## src/rtl/master_axi_write_sequencer_if.sv

```systemverilog
`default_nettype none
// +--------------------------------------------------------------------------+
// | master_axi_write_sequencer_if: command, AXI phase and result signals     |
// | Revision: 1.0                                                            |
// +--------------------------------------------------------------------------+
interface master_axi_write_sequencer_if #(
  parameter int ADDR_WIDTH  = 32,
  parameter int DATA_WIDTH  = 32,
  parameter int BRESP_WIDTH = 2
) ();
  logic                   cmd_valid;
  logic                   cmd_ready;
  logic [ADDR_WIDTH-1:0]  cmd_addr;
  logic [DATA_WIDTH-1:0]  cmd_data;
  logic                   aw_enable;
  logic                   aw_done;
  logic [ADDR_WIDTH-1:0]  aw_addr;
  logic                   w_enable;
  logic                   w_done;
  logic [DATA_WIDTH-1:0]  w_data;
  logic                   b_enable;
  logic                   b_done;
  logic [BRESP_WIDTH-1:0] b_response;
  logic                   result_valid;
  logic                   result_ready;
  logic [BRESP_WIDTH-1:0] result_response;
  logic                   result_timeout;
  logic                   busy;

  modport master (
    input  cmd_valid, cmd_addr, cmd_data, aw_done, w_done, b_done, b_response, result_ready,
    output cmd_ready, aw_enable, aw_addr, w_enable, w_data, b_enable,
           result_valid, result_response, result_timeout, busy
  );

  modport slave (
    output cmd_valid, cmd_addr, cmd_data, aw_done, w_done, b_done, b_response, result_ready,
    input  cmd_ready, aw_enable, aw_addr, w_enable, w_data, b_enable,
           result_valid, result_response, result_timeout, busy
  );
endinterface
`default_nettype wire

```

## src/rtl/master_axi_write_sequencer.sv

```systemverilog
`default_nettype none
// +--------------------------------------------------------------------------+
// | master_axi_write_sequencer: one AXI write (AW+W, then B) with timeout    |
// | Revision: 1.0                                                            |
// +--------------------------------------------------------------------------+
module master_axi_write_sequencer #(
  parameter int ADDR_WIDTH     = 32,
  parameter int DATA_WIDTH     = 32,
  parameter int BRESP_WIDTH    = 2,
  parameter int TIMEOUT_CYCLES = 256
) (
  input  wire logic                    clock,
  input  wire logic                    reset_n,
  master_axi_write_sequencer_if.master bus
);

  typedef enum logic [1:0] {
    S_IDLE      = 2'd0,
    S_ADDR_DATA = 2'd1,
    S_RESPONSE  = 2'd2,
    S_REPORT    = 2'd3
  } state_t;

  localparam int c_cnt_w = (TIMEOUT_CYCLES > 0) ? $clog2(TIMEOUT_CYCLES + 1) : 1;
  // Expiry fires on the TIMEOUT_CYCLES-th cycle spent in a phase (count starts at 0).
  localparam logic [c_cnt_w-1:0] c_limit = c_cnt_w'((TIMEOUT_CYCLES > 0) ? TIMEOUT_CYCLES - 1 : 0);
  localparam logic [c_cnt_w-1:0] c_max   = c_cnt_w'(TIMEOUT_CYCLES);

  state_t                 r_state;
  state_t                 w_state_next;
  logic                   r_ready_en;
  logic                   r_aw_flag;
  logic                   r_w_flag;
  logic [c_cnt_w-1:0]     r_count;
  logic [ADDR_WIDTH-1:0]  r_addr;
  logic [DATA_WIDTH-1:0]  r_data;
  logic [BRESP_WIDTH-1:0] r_resp;
  logic                   r_timeout;

  logic w_accept;
  logic w_expire;
  logic w_aw_seen;
  logic w_w_seen;
  logic w_capture;
  logic w_timeout_fire;

  always_ff @(posedge clock or negedge reset_n) begin
    if (!reset_n) begin
      r_state <= S_IDLE;
    end else begin
      r_state <= w_state_next;
    end
  end

  always_comb begin
    w_state_next     = r_state;
    w_accept         = 1'b0;
    w_capture        = 1'b0;
    w_timeout_fire   = 1'b0;
    w_expire         = (TIMEOUT_CYCLES != 0) && (r_count == c_limit);
    w_aw_seen        = r_aw_flag | bus.aw_done;
    w_w_seen         = r_w_flag | bus.w_done;
    bus.cmd_ready    = 1'b0;
    bus.aw_enable    = 1'b0;
    bus.w_enable     = 1'b0;
    bus.b_enable     = 1'b0;
    bus.result_valid = 1'b0;
    bus.busy         = (r_state != S_IDLE);
    case (r_state)
      S_IDLE: begin
        bus.cmd_ready = r_ready_en;
        if (r_ready_en && bus.cmd_valid) begin
          w_accept     = 1'b1;
          w_state_next = S_ADDR_DATA;
        end
      end
      S_ADDR_DATA: begin
        bus.aw_enable = !r_aw_flag;
        bus.w_enable  = !r_w_flag;
        // A done completing the pair on the expiry cycle wins over the timeout.
        if (w_aw_seen && w_w_seen) begin
          w_state_next = S_RESPONSE;
        end else if (w_expire) begin
          w_timeout_fire = 1'b1;
          w_state_next   = S_REPORT;
        end
      end
      S_RESPONSE: begin
        bus.b_enable = 1'b1;
        if (bus.b_done) begin
          w_capture    = 1'b1;
          w_state_next = S_REPORT;
        end else if (w_expire) begin
          w_timeout_fire = 1'b1;
          w_state_next   = S_REPORT;
        end
      end
      S_REPORT: begin
        bus.result_valid = 1'b1;
        if (bus.result_ready) begin
          w_state_next = S_IDLE;
        end
      end
    endcase
  end

  always_ff @(posedge clock or negedge reset_n) begin
    if (!reset_n) begin
      r_ready_en <= 1'b0;
      r_aw_flag  <= 1'b0;
      r_w_flag   <= 1'b0;
      r_count    <= '0;
      r_addr     <= '0;
      r_data     <= '0;
      r_resp     <= '0;
      r_timeout  <= 1'b0;
    end else begin
      r_ready_en <= 1'b1;
      if (w_accept) begin
        r_addr    <= bus.cmd_addr;
        r_data    <= bus.cmd_data;
        r_aw_flag <= 1'b0;
        r_w_flag  <= 1'b0;
      end
      if (r_state == S_ADDR_DATA) begin
        if (bus.aw_done) r_aw_flag <= 1'b1;
        if (bus.w_done)  r_w_flag  <= 1'b1;
      end
      // Any state change restarts the count, so each timed phase starts at zero.
      if (w_state_next != r_state) begin
        r_count <= '0;
      end else if (((r_state == S_ADDR_DATA) || (r_state == S_RESPONSE)) && (r_count != c_max)) begin
        r_count <= r_count + 1'b1;
      end
      if (w_capture) begin
        r_resp    <= bus.b_response;
        r_timeout <= 1'b0;
      end else if (w_timeout_fire) begin
        r_resp    <= '0;
        r_timeout <= 1'b1;
      end
    end
  end

  assign bus.aw_addr         = r_addr;
  assign bus.w_data          = r_data;
  assign bus.result_response = r_resp;
  assign bus.result_timeout  = r_timeout;

endmodule
`default_nettype wire
```

## src/flat_wrapper.sv

```systemverilog
// flat-port wrapper written by rule: the top's interface ports become plain ports
module master_axi_write_sequencer_flat 
#(
  parameter int ADDR_WIDTH     = 32,
  parameter int DATA_WIDTH     = 32,
  parameter int BRESP_WIDTH    = 2,
  parameter int TIMEOUT_CYCLES = 256
)
  (clock, reset_n, bus_cmd_valid, bus_cmd_addr, bus_cmd_data, bus_aw_done, bus_w_done, bus_b_done, bus_b_response, bus_result_ready, bus_cmd_ready, bus_aw_enable, bus_aw_addr, bus_w_enable, bus_w_data, bus_b_enable, bus_result_valid, bus_result_response, bus_result_timeout, bus_busy);
  master_axi_write_sequencer_if #(.ADDR_WIDTH(ADDR_WIDTH), .DATA_WIDTH(DATA_WIDTH), .BRESP_WIDTH(BRESP_WIDTH)) bus_i ();
  input  wire logic clock;
  input  wire logic reset_n;
  input wire logic [$bits(bus_i.cmd_valid)-1:0] bus_cmd_valid;
  input wire logic [$bits(bus_i.cmd_addr)-1:0] bus_cmd_addr;
  input wire logic [$bits(bus_i.cmd_data)-1:0] bus_cmd_data;
  input wire logic [$bits(bus_i.aw_done)-1:0] bus_aw_done;
  input wire logic [$bits(bus_i.w_done)-1:0] bus_w_done;
  input wire logic [$bits(bus_i.b_done)-1:0] bus_b_done;
  input wire logic [$bits(bus_i.b_response)-1:0] bus_b_response;
  input wire logic [$bits(bus_i.result_ready)-1:0] bus_result_ready;
  output wire logic [$bits(bus_i.cmd_ready)-1:0] bus_cmd_ready;
  output wire logic [$bits(bus_i.aw_enable)-1:0] bus_aw_enable;
  output wire logic [$bits(bus_i.aw_addr)-1:0] bus_aw_addr;
  output wire logic [$bits(bus_i.w_enable)-1:0] bus_w_enable;
  output wire logic [$bits(bus_i.w_data)-1:0] bus_w_data;
  output wire logic [$bits(bus_i.b_enable)-1:0] bus_b_enable;
  output wire logic [$bits(bus_i.result_valid)-1:0] bus_result_valid;
  output wire logic [$bits(bus_i.result_response)-1:0] bus_result_response;
  output wire logic [$bits(bus_i.result_timeout)-1:0] bus_result_timeout;
  output wire logic [$bits(bus_i.busy)-1:0] bus_busy;
  assign bus_i.cmd_valid = bus_cmd_valid;
  assign bus_i.cmd_addr = bus_cmd_addr;
  assign bus_i.cmd_data = bus_cmd_data;
  assign bus_i.aw_done = bus_aw_done;
  assign bus_i.w_done = bus_w_done;
  assign bus_i.b_done = bus_b_done;
  assign bus_i.b_response = bus_b_response;
  assign bus_i.result_ready = bus_result_ready;
  assign bus_cmd_ready = bus_i.cmd_ready;
  assign bus_aw_enable = bus_i.aw_enable;
  assign bus_aw_addr = bus_i.aw_addr;
  assign bus_w_enable = bus_i.w_enable;
  assign bus_w_data = bus_i.w_data;
  assign bus_b_enable = bus_i.b_enable;
  assign bus_result_valid = bus_i.result_valid;
  assign bus_result_response = bus_i.result_response;
  assign bus_result_timeout = bus_i.result_timeout;
  assign bus_busy = bus_i.busy;
  master_axi_write_sequencer #(.ADDR_WIDTH(ADDR_WIDTH), .DATA_WIDTH(DATA_WIDTH), .BRESP_WIDTH(BRESP_WIDTH), .TIMEOUT_CYCLES(TIMEOUT_CYCLES)) u_core (.clock(clock), .reset_n(reset_n), .bus(bus_i));
endmodule
```

## config.mk

```make
export PLATFORM = sky130hd
export DESIGN_NAME = master_axi_write_sequencer_flat
export DESIGN_NICKNAME = d
export VERILOG_FILES = /design/src/rtl/master_axi_write_sequencer_if.sv /design/src/rtl/master_axi_write_sequencer.sv /design/src/flat_wrapper.sv
export SDC_FILE = /design/constraint.sdc
export NUM_CORES = 1
export LEC_CHECK = 0
export ABC_AREA = 1
export BUFFER_PORTS_ARGS = -buffer_cell sky130_fd_sc_hd__buf_2
export CAP_MARGIN = 0
export CORE_MARGIN = 2
export CORE_UTILIZATION = 48
export CTS_BUF_LIST = sky130_fd_sc_hd__clkbuf_4 sky130_fd_sc_hd__clkbuf_8 sky130_fd_sc_hd__clkbuf_16
export DETAILED_ROUTE_END_ITERATION = 16
export PLACE_DENSITY = 0.76
export RECOVER_POWER = 25
export SETUP_SLACK_MARGIN = 0.3
export SKIP_CTS_REPAIR_TIMING = 1
export SYNTH_ARGS = -nofsm -noshare
export SYNTH_HDL_FRONTEND = slang
export SYNTH_SLANG_ARGS = --single-unit
```

## constraint.sdc

```tcl
create_clock -name clock -period 2.5 [get_ports clock]
set_input_delay 0.25 -clock clock [delete_from_list [all_inputs] [get_ports clock]]
set_output_delay 0.25 -clock clock [all_outputs]
set_load 0.03 [all_outputs]
```

==> flow_summary.yaml <==
clock_network:
  cts_buffers: 9
  root_buffer: "clkbuf_8"
  htree_num_levels: 3
  clk_latency_ps: 360
  clk_pin_slew_ps: 100
  cts_max_path_buffers: 2
  cts_tree: "built"
  clock-sinks: 81
yosys:
  yosys.area_share.simple: 0.310
  ys_ff_latch: 81
  yosysWarnings: 0
  synthTopCellsByArea: "dfrtp_1 (58%), nand2_1 (25%), ha_1 (2.9%)"
  synth_top_family_by_area: "simple AND/OR/NAND/NOR gates"
  ys_types: 24
  synth_fp_nets: 499
  yosysTopAreaCell: "dfrtp_1"
  syn_area_sq_um: 3480
  synth_fa_ha_area_frac: 0.0287
  synthMuxAreaShare: 0
  synth_compound_area_frac: 0.0108
  postSynthAreaPerCell_sq_um: 8.33
  synth_xor_area_frac: 0.0126
  ys_seq_area_frac: 0.582
  netlist_instances: 418
  synth_top_cell_area_share: 0.582
die:
  die_w_um: 89.2
  ioPinCount: 146
  rows: 31
  start_util: 0.488
  coreArea_sq_um: 7140
  die_area_sq_um: 7950
  die-height_um: 89.2
layout:
  fin_nets: 650
  drive_gt1_frac: 0.354
  fillers: 589
  diodes: 0
  layout_commonest_cell: "nand2_1"
  layout_common_cells: "nand2_1 (225), buf_2 (144), dfrtp_1 (81), inv_1 (26)"
  syn_to_final_growth_pct: 33.1
power_and_ir_drop:
  leakagePower_nw: 2.68
  pwr_density_cell_nw_per_um2: 1350
  peakVddDrop_uv: 590
timing:
  timing.hold.ws_ps: 82.9
  relSlewSlack: -0.295
  slew_viol_final: 82
  fin_crit_sh: 0.893
  tightest_slew_ps: 1940
  finalClockSkew_ps: 18.7
  setup_viol_count_final: 0
  final.setup.tns_ps: 0
  hold_violations: 0
  fin_crit_ps: 2230
  fmaxAchievable_ghz: 0.448
  rsz0062_at_grt: "true"
critical_path:
  required_ps: 2740
  cp_max_fo: 5
  end_kind: "register"
  crit_chain: "ha_2, nand2_2, nor2_4, nand3_2, nor3_2, ha_2, nor2_1, nand2_1, nand2_1, nand2_1, nand3_1, nand3_4, nor2_2"
  crit_arrival_ps: 2470
  path_class: "reg -> reg"
  cp-start-kind: "register"
  cpMostUsedCell: "nand2_1"
  max_stage_delay_ps: 420
  cpMaxStageDelayCell: "dfrtp_1"
detailed_routing:
  dr.pass1.iters: 4
  vias_per_cell: 4.60
  wl_per_cell_um: 12.3
  wl_um: 8270
  ant_nets: 0
  drc: 0
  vias: 3097
  drtIter0Drc: 158
hold_path:
  worstHoldPathType: "in -> reg"
placed_design:
  routabilityCongestion: 0.885
  io_buffers: 145
  place_hpwl_um: 5510
global_route:
  antenna_found_initial: 0
  grt.total_usage: 0.195
  grt_pass1_wl_um: 12100
  overflow: 0
  grt_pass1_vias: 2746
  grt_max_degree: 82
run:
  maxCapViolations: 1
outcome:
  violations: "capacitance limit, slew limit"
  status: "finished with violations"
[path summary, 6_finish.rpt]
check / start / to / slack (ps) / cells after the start
max: u_core.r_count[0] / u_core.r_count[3] / 270 / 13
min: bus_cmd_data[6] / u_core.bus.w_data[6] / 80 / 3
max reg2reg: u_core.r_count[0] / u_core.r_count[3] / 270 / 13
min reg2reg: u_core.bus.aw_addr[12] / u_core.bus.aw_addr[12] / 470 / 2
max in group asynchronous: reset_n / u_core.r_state[0] / 910 / 1
min in group asynchronous: reset_n / u_core.bus.aw_addr[4] / 410 / 1
[sequential cells by signal, indices dropped and copies added, names as in the netlist]
name,cells
u_core.bus.aw_addr,32
u_core.bus.result_response,2
u_core.bus.result_timeout,1
u_core.bus.w_data,32
u_core.r_aw_flag,1
u_core.r_count,9
u_core.r_ready_en,1
u_core.r_state,2
u_core.r_w_flag,1
[critical path, delay by kind of cell, from the launching register on]
family,cells,cell delay (ps)
adders and majority gates,2,460
DFF,1,420
and+or+nand+nor,11,1240
[report_power, final]
part	switching [mW]	internal, mW	leakage [nW]
Sequential	0.301	1.85	1.02
Combinational	2.24	0.873	1.56
Clock	0.500	0.501	0.104
Total	3.04	3.23	2.68
[per-stage QoR]
stage	instance area, sq um	setup slack (ps)	cells	utilization	power, mW
6_report	4640	268	673	0.650	6.27
3_5_place_dp	4300	397	652	0.603	5.11
5_1_grt	4640	167	673	0.650	6.70
2_1_floorplan	3480	642	418	-	4.22
4_1_cts	4510	311	668	0.633	6.12
3_3_place_gp	4300	501	652	0.603	5.03
[layer usage]
| layer | global-route usage | vias to the layer above | part of all wire |
|---|---|---|---|
| met5 | 0 | - | 0 |
| met4 | 0.102 | 0 | 0.030 |
| met3 | 0.0360 | 21 | 0.060 |
| met2 | 0.328 | 124 | 0.47 |
| met1 | 0.240 | 1395 | 0.44 |
| li1 | - | 1557 | - |
[Yosys cell counts]
library cell	count
nand2_1	229
dfrtp_1	81
inv_1	26
nor2_1	20
nand3_1	13
ha_1	8
buf_2	6
xor2_1	5
buf_4	4
inv_2	4
nand2_2	4
clkbuf_1	3
o21ai_0	2
o21ai_1	2
o22ai_1	2
a21oi_1	1
conb_1	1
inv_4	1
nand2_4	1
nand3_4	1
nand4_1	1
nor2_2	1
nor3_1	1
nor3_2	1
[cell families after synthesis]
kind of cell             count (synthesis)
adder cells (fa/ha/maj)                  8
AND/OR/NAND/NOR                        272
AO/OA/AOI/OAI                            7
flip-flops                              81
other                                    1
XOR/XNOR                                 5
buffers and inverters                   44
[final cells by class]
| cell class | instances | area [sq um] | share of cell area |
|---|---|---|---|
| multi-input combinational | 294 | 1370 | 0.295 |
| tap | 99 | 124 | 0.0267 |
| clock inverter | 6 | 72.6 | 0.0157 |
| timing repair buffer | 152 | 791 | 0.171 |
| sequential | 81 | 2030 | 0.437 |
| inverter | 31 | 119 | 0.0256 |
| clock buffer | 10 | 138 | 0.0297 |
Power figures use the tool's default switching activity.
